[src/rtl/mem_port_arbiter_pkg.sv]
// Shared encodings for the instruction/data memory port arbiter.
// Arbiter state values and the grant-owner tag used by the top and its helpers.
package mem_port_arbiter_pkg;

    typedef enum logic [1:0] {
        ARB_IDLE    = 2'd0,
        ARB_IF_WAIT = 2'd1,
        ARB_D_WAIT  = 2'd2,
        ARB_RESP    = 2'd3
    } arb_state_t;

    typedef enum logic {
        OWNER_IF = 1'b0,
        OWNER_D  = 1'b1
    } owner_t;

endpackage

[src/rtl/mem_port_arbiter_starve_ctr.sv]
// Fetch starvation guard for mem_port_arbiter, built only with MEM_ARB_STARVE_GUARD_EN.
// Counts data grants taken while fetch waits; o_starved forces the next fetch grant.
`ifdef MEM_ARB_STARVE_GUARD_EN
module mem_arb_starve_ctr
    import mem_port_arbiter_pkg::*;
#(
    parameter int STARVE_MAX = 4
) (
    input  logic i_clk,
    input  logic i_rst,
    input  logic i_ifReq,
    input  logic i_dGrant,
    input  logic i_ifGrant,
    output logic o_starved
);

    localparam int CW = $clog2(STARVE_MAX + 1);

    logic [CW-1:0] r_count;

    always_ff @(posedge i_clk) begin
        if (i_rst) begin
            r_count <= '0;
        end else if (i_ifGrant) begin
            r_count <= '0;
        end else if (i_dGrant && i_ifReq && (r_count != CW'(STARVE_MAX))) begin
            r_count <= r_count + CW'(1);
        end
    end

    assign o_starved = (r_count == CW'(STARVE_MAX));

endmodule
`endif

[src/rtl/mem_port_arbiter.sv]
// Shares one single-ported memory bus between fetch and load/store, data first.
// Optional fetch starvation guard: define MEM_ARB_STARVE_GUARD_EN.
module mem_port_arbiter
    import mem_port_arbiter_pkg::*;
#(
    parameter int XLEN       = 32,
    parameter int STARVE_MAX = 4
) (
    input  logic            i_clk,
    input  logic            i_rst,
    input  logic            i_ifReq,
    input  logic [XLEN-1:0] i_ifAddr,
    output logic            o_ifValid,
    output logic [XLEN-1:0] o_ifData,
    input  logic            i_dReq,
    input  logic            i_dWe,
    input  logic [XLEN-1:0] i_dAddr,
    input  logic [XLEN-1:0] i_dWData,
    output logic            o_dValid,
    output logic [XLEN-1:0] o_dRData,
    output logic            o_busReq,
    output logic            o_busWe,
    output logic [XLEN-1:0] o_busAddr,
    output logic [XLEN-1:0] o_busWData,
    input  logic            i_busAck,
    input  logic [XLEN-1:0] i_busRData,
    output logic [1:0]      o_dbgState
);

    arb_state_t      r_state;
    arb_state_t      w_next;
    owner_t          r_owner;
    logic            r_stale;
    logic            r_busReq;
    logic            r_busWe;
    logic [XLEN-1:0] r_busAddr;
    logic [XLEN-1:0] r_busWData;
    logic [XLEN-1:0] r_ifData;
    logic [XLEN-1:0] r_dRData;
    logic            w_dGrant;
    logic            w_ifGrant;
    logic            w_override;
    logic            w_ack;

    // Acks are only meaningful while a transaction is actually on the bus.
    assign w_ack = i_busAck && ((r_state == ARB_IF_WAIT) || (r_state == ARB_D_WAIT));

`ifdef MEM_ARB_STARVE_GUARD_EN
    logic w_starved;

    mem_arb_starve_ctr #(.STARVE_MAX(STARVE_MAX)) u_starve_ctr (
        .i_clk     (i_clk),
        .i_rst     (i_rst),
        .i_ifReq   (i_ifReq),
        .i_dGrant  (w_dGrant),
        .i_ifGrant (w_ifGrant),
        .o_starved (w_starved)
    );

    assign w_override = w_starved && i_ifReq && i_dReq;
`else
    assign w_override = 1'b0;
`endif

    assign w_dGrant  = (r_state == ARB_IDLE) && i_dReq && !w_override;
    assign w_ifGrant = (r_state == ARB_IDLE) && i_ifReq && !w_dGrant;

    always_comb begin
        w_next = r_state;
        case (r_state)
            ARB_IDLE: begin
                if (w_dGrant) begin
                    w_next = ARB_D_WAIT;
                end else if (w_ifGrant) begin
                    w_next = ARB_IF_WAIT;
                end
            end
            ARB_IF_WAIT, ARB_D_WAIT: begin
                if (i_busAck) begin
                    w_next = ARB_RESP;
                end
            end
            ARB_RESP: w_next = ARB_IDLE;
            default:  w_next = ARB_IDLE;
        endcase
    end

    always_ff @(posedge i_clk) begin
        if (i_rst) begin
            r_state    <= ARB_IDLE;
            r_owner    <= OWNER_IF;
            r_stale    <= 1'b0;
            r_busReq   <= 1'b0;
            r_busWe    <= 1'b0;
            r_busAddr  <= '0;
            r_busWData <= '0;
            r_ifData   <= '0;
            r_dRData   <= '0;
        end else begin
            r_state <= w_next;
            if (w_dGrant) begin
                r_busReq   <= 1'b1;
                r_busWe    <= i_dWe;
                r_busAddr  <= i_dAddr;
                r_busWData <= i_dWData;
                r_owner    <= OWNER_D;
            end else if (w_ifGrant) begin
                r_busReq  <= 1'b1;
                r_busWe   <= 1'b0;
                r_busAddr <= i_ifAddr;
                r_owner   <= OWNER_IF;
            end
            if (w_ack) begin
                r_busReq <= 1'b0;
                if (r_owner == OWNER_IF) begin
                    r_ifData <= i_busRData;
                end else if (!r_busWe) begin
                    r_dRData <= i_busRData;
                end
            end
            // A withdrawn or redirected fetch still completes on the bus, but its word is discarded.
            if ((r_state == ARB_IF_WAIT) && (!i_ifReq || (i_ifAddr != r_busAddr))) begin
                r_stale <= 1'b1;
            end else if (r_state == ARB_RESP) begin
                r_stale <= 1'b0;
            end
        end
    end

    assign o_busReq   = r_busReq;
    assign o_busWe    = r_busWe;
    assign o_busAddr  = r_busAddr;
    assign o_busWData = r_busWData;
    assign o_ifData   = r_ifData;
    assign o_dRData   = r_dRData;
    assign o_ifValid  = (r_state == ARB_RESP) && (r_owner == OWNER_IF) && !r_stale;
    assign o_dValid   = (r_state == ARB_RESP) && (r_owner == OWNER_D);
    assign o_dbgState = r_state;

    // Handshake: a side's request is held until its one-cycle valid pulse;
    // the bus request fields stay frozen from grant until the ack cycle.
    a_dreq_held: assert property (@(posedge i_clk) disable iff (i_rst)
        (r_state == ARB_D_WAIT) |-> i_dReq);
    a_one_valid: assert property (@(posedge i_clk) disable iff (i_rst)
        !(o_ifValid && o_dValid));
    a_bus_stable: assert property (@(posedge i_clk) disable iff (i_rst)
        (r_busReq && !w_ack) |=> ($stable(r_busAddr) && $stable(r_busWe) && $stable(r_busWData)));
    a_starve_cfg: assert property (@(posedge i_clk) STARVE_MAX >= 1);

endmodule

[config.mk]
export PLATFORM = sky130hd
export DESIGN_NAME = mem_port_arbiter
export DESIGN_NICKNAME = d
export VERILOG_FILES = /design/src/rtl/mem_port_arbiter_pkg.sv /design/src/rtl/mem_port_arbiter_starve_ctr.sv /design/src/rtl/mem_port_arbiter.sv
export SDC_FILE = /design/constraint.sdc
export NUM_CORES = 1
export LEC_CHECK = 0
export ABC_AREA = 1
export BUFFER_PORTS_ARGS = -buffer_cell sky130_fd_sc_hd__buf_2
export CORE_MARGIN = 10
export CORE_UTILIZATION = 36
export CTS_CLUSTER_DIAMETER = 40
export DETAILED_ROUTE_END_ITERATION = 8
export GPL_TIMING_DRIVEN = 0
export MAX_ROUTING_LAYER = met4
export PLACE_DENSITY = 0.69
export SETUP_SLACK_MARGIN = 0.4
export SLEW_MARGIN = 20
export SYNTH_ARGS = -nofsm -noshare
export SYNTH_HDL_FRONTEND = slang
export SYNTH_SLANG_ARGS = --single-unit
[constraint.sdc]
create_clock -name i_clk -period 3.35 [get_ports i_clk]
set_input_delay 0.67 -clock i_clk [delete_from_list [all_inputs] [get_ports i_clk]]
set_output_delay 0.67 -clock i_clk [all_outputs]
set_load 0.02 [all_outputs]
# Word level (Yosys, flattened, before mapping)
# Cells that the tools add are included.
# totals
ff_bits	134
elab_cells	51
in_bits	134
# classes
bitwise	2
reduce_logical	21
n_eq_ne	6
mux	13
# op_table
cell	n
$mux W32	2
$ne A32 B32 Y1	1
$logic_and A1 B1 Y1	8
$mux W1	7
$mux W2	3
$pmux W2 S3	1
$eq A2 B2 Y1 const B	2
$reduce_and A2 Y1	2
$reduce_bool A2 Y1	2
$reduce_or A2 Y1	2
$logic_not A1 Y1	3
$ne A3 B3 Y1 const B	1
$reduce_and A3 Y1	1
$eq A2 B1 Y1 const B	1
$logic_not A2 Y1	1
$logic_or A1 B1 Y1	2
$ne A2 B2 Y1 const B	1
$not A1 Y1	2

# Depth between registers and ports, before layout
# logic_depth
word_depth	7
depth_mapped	11

# Least setup slack after synthesis
# Ideal clock, no wire load.
# synth_timing
path_type	reg2out
from	register r_state[0], in the netlist o_dbgState[0]
to	output o_ifValid
arrival_time_ns	1.172
stages_incl_launch_ff	4
setup_slack_ns	1.508
required_ns	2.680
cell_sequence	dfxtp_1 -> ha_1 -> inv_1 -> nor3_1
# synth_between
elab_chain_cells	3
# synth_lines
item	line	source
start: declaration	mem_port_arbiter.sv:30	arb_state_t r_state;
start signal: assignment	mem_port_arbiter.sv:100	r_state <= w_next;
$eq A2 B2 Y1	mem_port_arbiter.sv:136	assign o_ifValid = (r_state == ARB_RESP) && (r_owner == OWNER_IF) && !r_stale;
$logic_and A1 B1 Y1 (2 in series)	mem_port_arbiter.sv:136	
end: declaration	mem_port_arbiter.sv:13	output logic o_ifValid,
# Every way passes these cells.

# Final worst setup path
# Ends and elaborated chain as after synthesis.

==> results_dict.tcl <==
set metrics [dict create \
    cts.reportedPaths.clkPinSlew_ps 60 \
    post-route-period-util 0.6000 \
    crit_slowest_cell "dfxtp_1" \
    first_pass_iters 5 \
    netlist_area_um2 5458 \
    antenna_found_initial 2 \
    p_leak_nw 3.807 \
    overflow 0 \
    grt_pass1_vias 5556 \
    synth_compound_area_frac 0.1965 \
    layout.nets 1158 \
    ir_worst_vdd_v 0.0003455 \
    critPathLaunchType "flop" \
    fmax_mhz 497.5 \
    synth_mux_area_frac 0 \
    setup_viol 0 \
    crit_type "reg -> out" \
    fin_crit_ps 2010 \
    die_x_um 143.1 \
    worst_pin_slew_ps 515.7 \
    power_w 0.006339 \
    holdPathStages 2 \
    min_to "r_stale$_SDFFE_PP0P_" \
    io_pins 268 \
    syn_area_per_cell_um2 7.436 \
    synth_xor_area_frac 0.01926 \
    fillers 1514 \
    start_util 0.3713 \
    drive_gt1_frac 0.3191 \
    die_height_um 143.1 \
    cts-root-buf "clkbuf_16" \
    dieArea_um2 20480 \
    coreArea_um2 14700 \
    critical_path_buf_inv_count 2 \
    drt_wl_total_um 19150 \
    tns_ps 0 \
    cts_buffers 17 \
    path_max_fanout 4 \
    drt_iter0_drc 220 \
    arrival_ps 1340 \
    wl_per_cell_um 15.74 \
    synth.yosys.warnings 0 \
    hold_buffers 0 \
    r2r-start "o_dbgState[0]$_SDFFE_PP0P_" \
    worst-r2r-setup-slack_ps 1590 \
    skew_ps 5.371 \
    grt_pass1_wl_um 29460 \
    cts.path.max_buffers 2 \
    max-cap-violations 0 \
    clkLatencyLatePin_ps 410 \
    fp-row-count 44 \
    area_delta_synth_final_pct 39.52 \
    gp_congestion 0.8302 \
    max_slew_margin 0.6562 \
    cp.required_ps 2680 \
    antenna_left 0 \
    cts_tree "built" \
    synth.net_count 872 \
    hold_viol_final 0 \
    drc 0 \
    grt_use_total 0.1861 \
    reg2reg_depth 8 \
    htree_levels 4 \
    rsz0062_at_grt "no" \
    cp-end-kind "output pin" \
    yosysUniqueCellTypes 24 \
    num_vias 5755 \
    grt_max_degree 17 \
    crit_family "flip-flops" \
    synth_adder_area_share 0.009170 \
    ctsResizeCount 0 \
    cts_setup_buffers 0 \
    synth_top_family_by_area "simple AND/OR/NAND/NOR gates" \
    syn_inst 734 \
    slew_violations 0 \
    crit_start "o_dbgState[0]$_SDFFE_PP0P_" \
    cts.sinks 134 \
    power_density_nw_per_um2 832.4 \
    hpwl_um 14980 \
    hold_start "r_stale$_SDFFE_PP0P_" \
    slowest_delay_ps 370 \
    crit_chain "ha_1 -> inv_1 -> nor3_1 -> buf_2" \
    avgViaCountPerCell 4.729 \
    synth_simple_gate_area_frac 0.2017 \
    synth.yosys.seq_area_share 0.4915 \
    portBuffers 267 \
    hp-class "reg -> reg" \
    status "complete, no violations" \
    r2r_end "o_ifData[24]$_SDFFE_PP0P_" \
    ys_ff_latch 134 \
]
==> placed cells by master (no fill, tap or decap), drive strengths merged, types with 4 or more instances in the layout <==
master    synthesis  routed
buf              25     292
nor2            208     208
dfxtp           134     134
o21ai           133     133
nand2            62      62
inv              53      53
clkbuf           21      38
a21oi            37      37
o22ai            33      33
xnor2            11      11
nand4             6       6
clkinvlp          0       5
clkinv            0       5
ha                4       4
==> registers in the layout (all words and copies together) (netlist names) <==
name	cells
o_busAddr	32
o_busWData	32
o_dRData	32
o_ifData	32
o_dbgState	2
o_busReq	1
o_busWe	1
r_owner	1
r_stale	1
==> area by class of cell <==
| class | count | area [um^2] | area share |
|---|---|---|---|
| buffer | 46 | 247.7 | 0.03253 |
| sequential | 134 | 2683 | 0.3523 |
| inverter | 53 | 198.9 | 0.02613 |
| clock inverter | 13 | 160.2 | 0.02103 |
| clock buffer | 17 | 425.4 | 0.05587 |
| timing repair buffer | 267 | 1336 | 0.1755 |
| antenna | 2 | 5.005 | 0.0006572 |
| multi-input combinational | 501 | 2328 | 0.3058 |
| tap | 184 | 230.2 | 0.03023 |
==> cells by family after synthesis <==
group                      after synthesis
and+or+nand+nor                        280
AOI/OAI and AO/OA                      205
DFF                                    134
buffers and inverters                   99
xor gates and xnor gates                12
adders and majority gates                4
==> metal layers <==
| layer | up-vias | global-route usage | part of all wire |
|---|---|---|---|
| li1 | 2967 | - | - |
| met1 | 2565 | 0.2230 | 0.44 |
| met2 | 190 | 0.2918 | 0.47 |
| met3 | 33 | 0.04743 | 0.066 |
| met4 | 0 | 0.07763 | 0.025 |
| met5 | - | - | 0 |
==> synth_stat cells, drive strengths merged <==
library cell	count	area, um^2
nand4	6	52.55
a22oi	1	7.510
a21oi	37	185.2
nor2	208	788.3
dfxtp	134	2683
clkbuf	21	78.83
o21ai	133	665.6
nand3	3	15.01
xnor2	11	96.34
o211ai	1	7.510
ha	4	50.05
inv	53	198.9
buf	25	168.9
o22ai	33	206.5
xor2	1	8.760
nand2	62	240.2
nor3	1	5.000
==> per-stage QoR <==
stage / hold slack, ps / instance area [um^2] / setup slack (ps) / util / std cells
detailed placement: 459.0 / 7024 / 1435 / 0.4779 / 1185
finish: 466.3 / 7615 / 1340 / 0.5180 / 1217
global placement: 455.1 / 7024 / 1430 / 0.4779 / 1185
floorplan: 438.0 / 5458 / 1508 / - / 734
CTS: 468.0 / 7610 / 1289 / 0.5177 / 1215
global route: 496.3 / 7615 / 1187 / 0.5180 / 1217
==> worst reg2reg max path, cell delays in order, from the launching register on <==
cell and delay [ps]:
dfxtp_1 370, inv_1 90, ha_1 390, nand2_2 120, nor2_4 170, inv_1 130, buf_2 190, nor2_1 130
nor2_1 70
==> worst max-delay path by stage <==
stage	end	slack (ps)	depth (start not counted)
after floorplan	o_ifValid	1510	3
after global placement	o_dRData[7]$_SDFFE_PP0P_	1430	6
after detailed placement	o_dRData[7]$_SDFFE_PP0P_	1440	6
after CTS	o_ifValid	1290	4
after global routing	o_ifValid	1190	4
final	o_ifValid	1340	4
==> report_power, final <==
| part | internal, W | switching (W) |
|---|---|---|
| logic | 0.000764 | 0.00149 |
| clock network | 0.00116 | 0.000695 |
| registers | 0.00199 | 0.000244 |
| total | 0.00391 | 0.00243 |
Note: power is estimated with default switching activity, not from simulation.
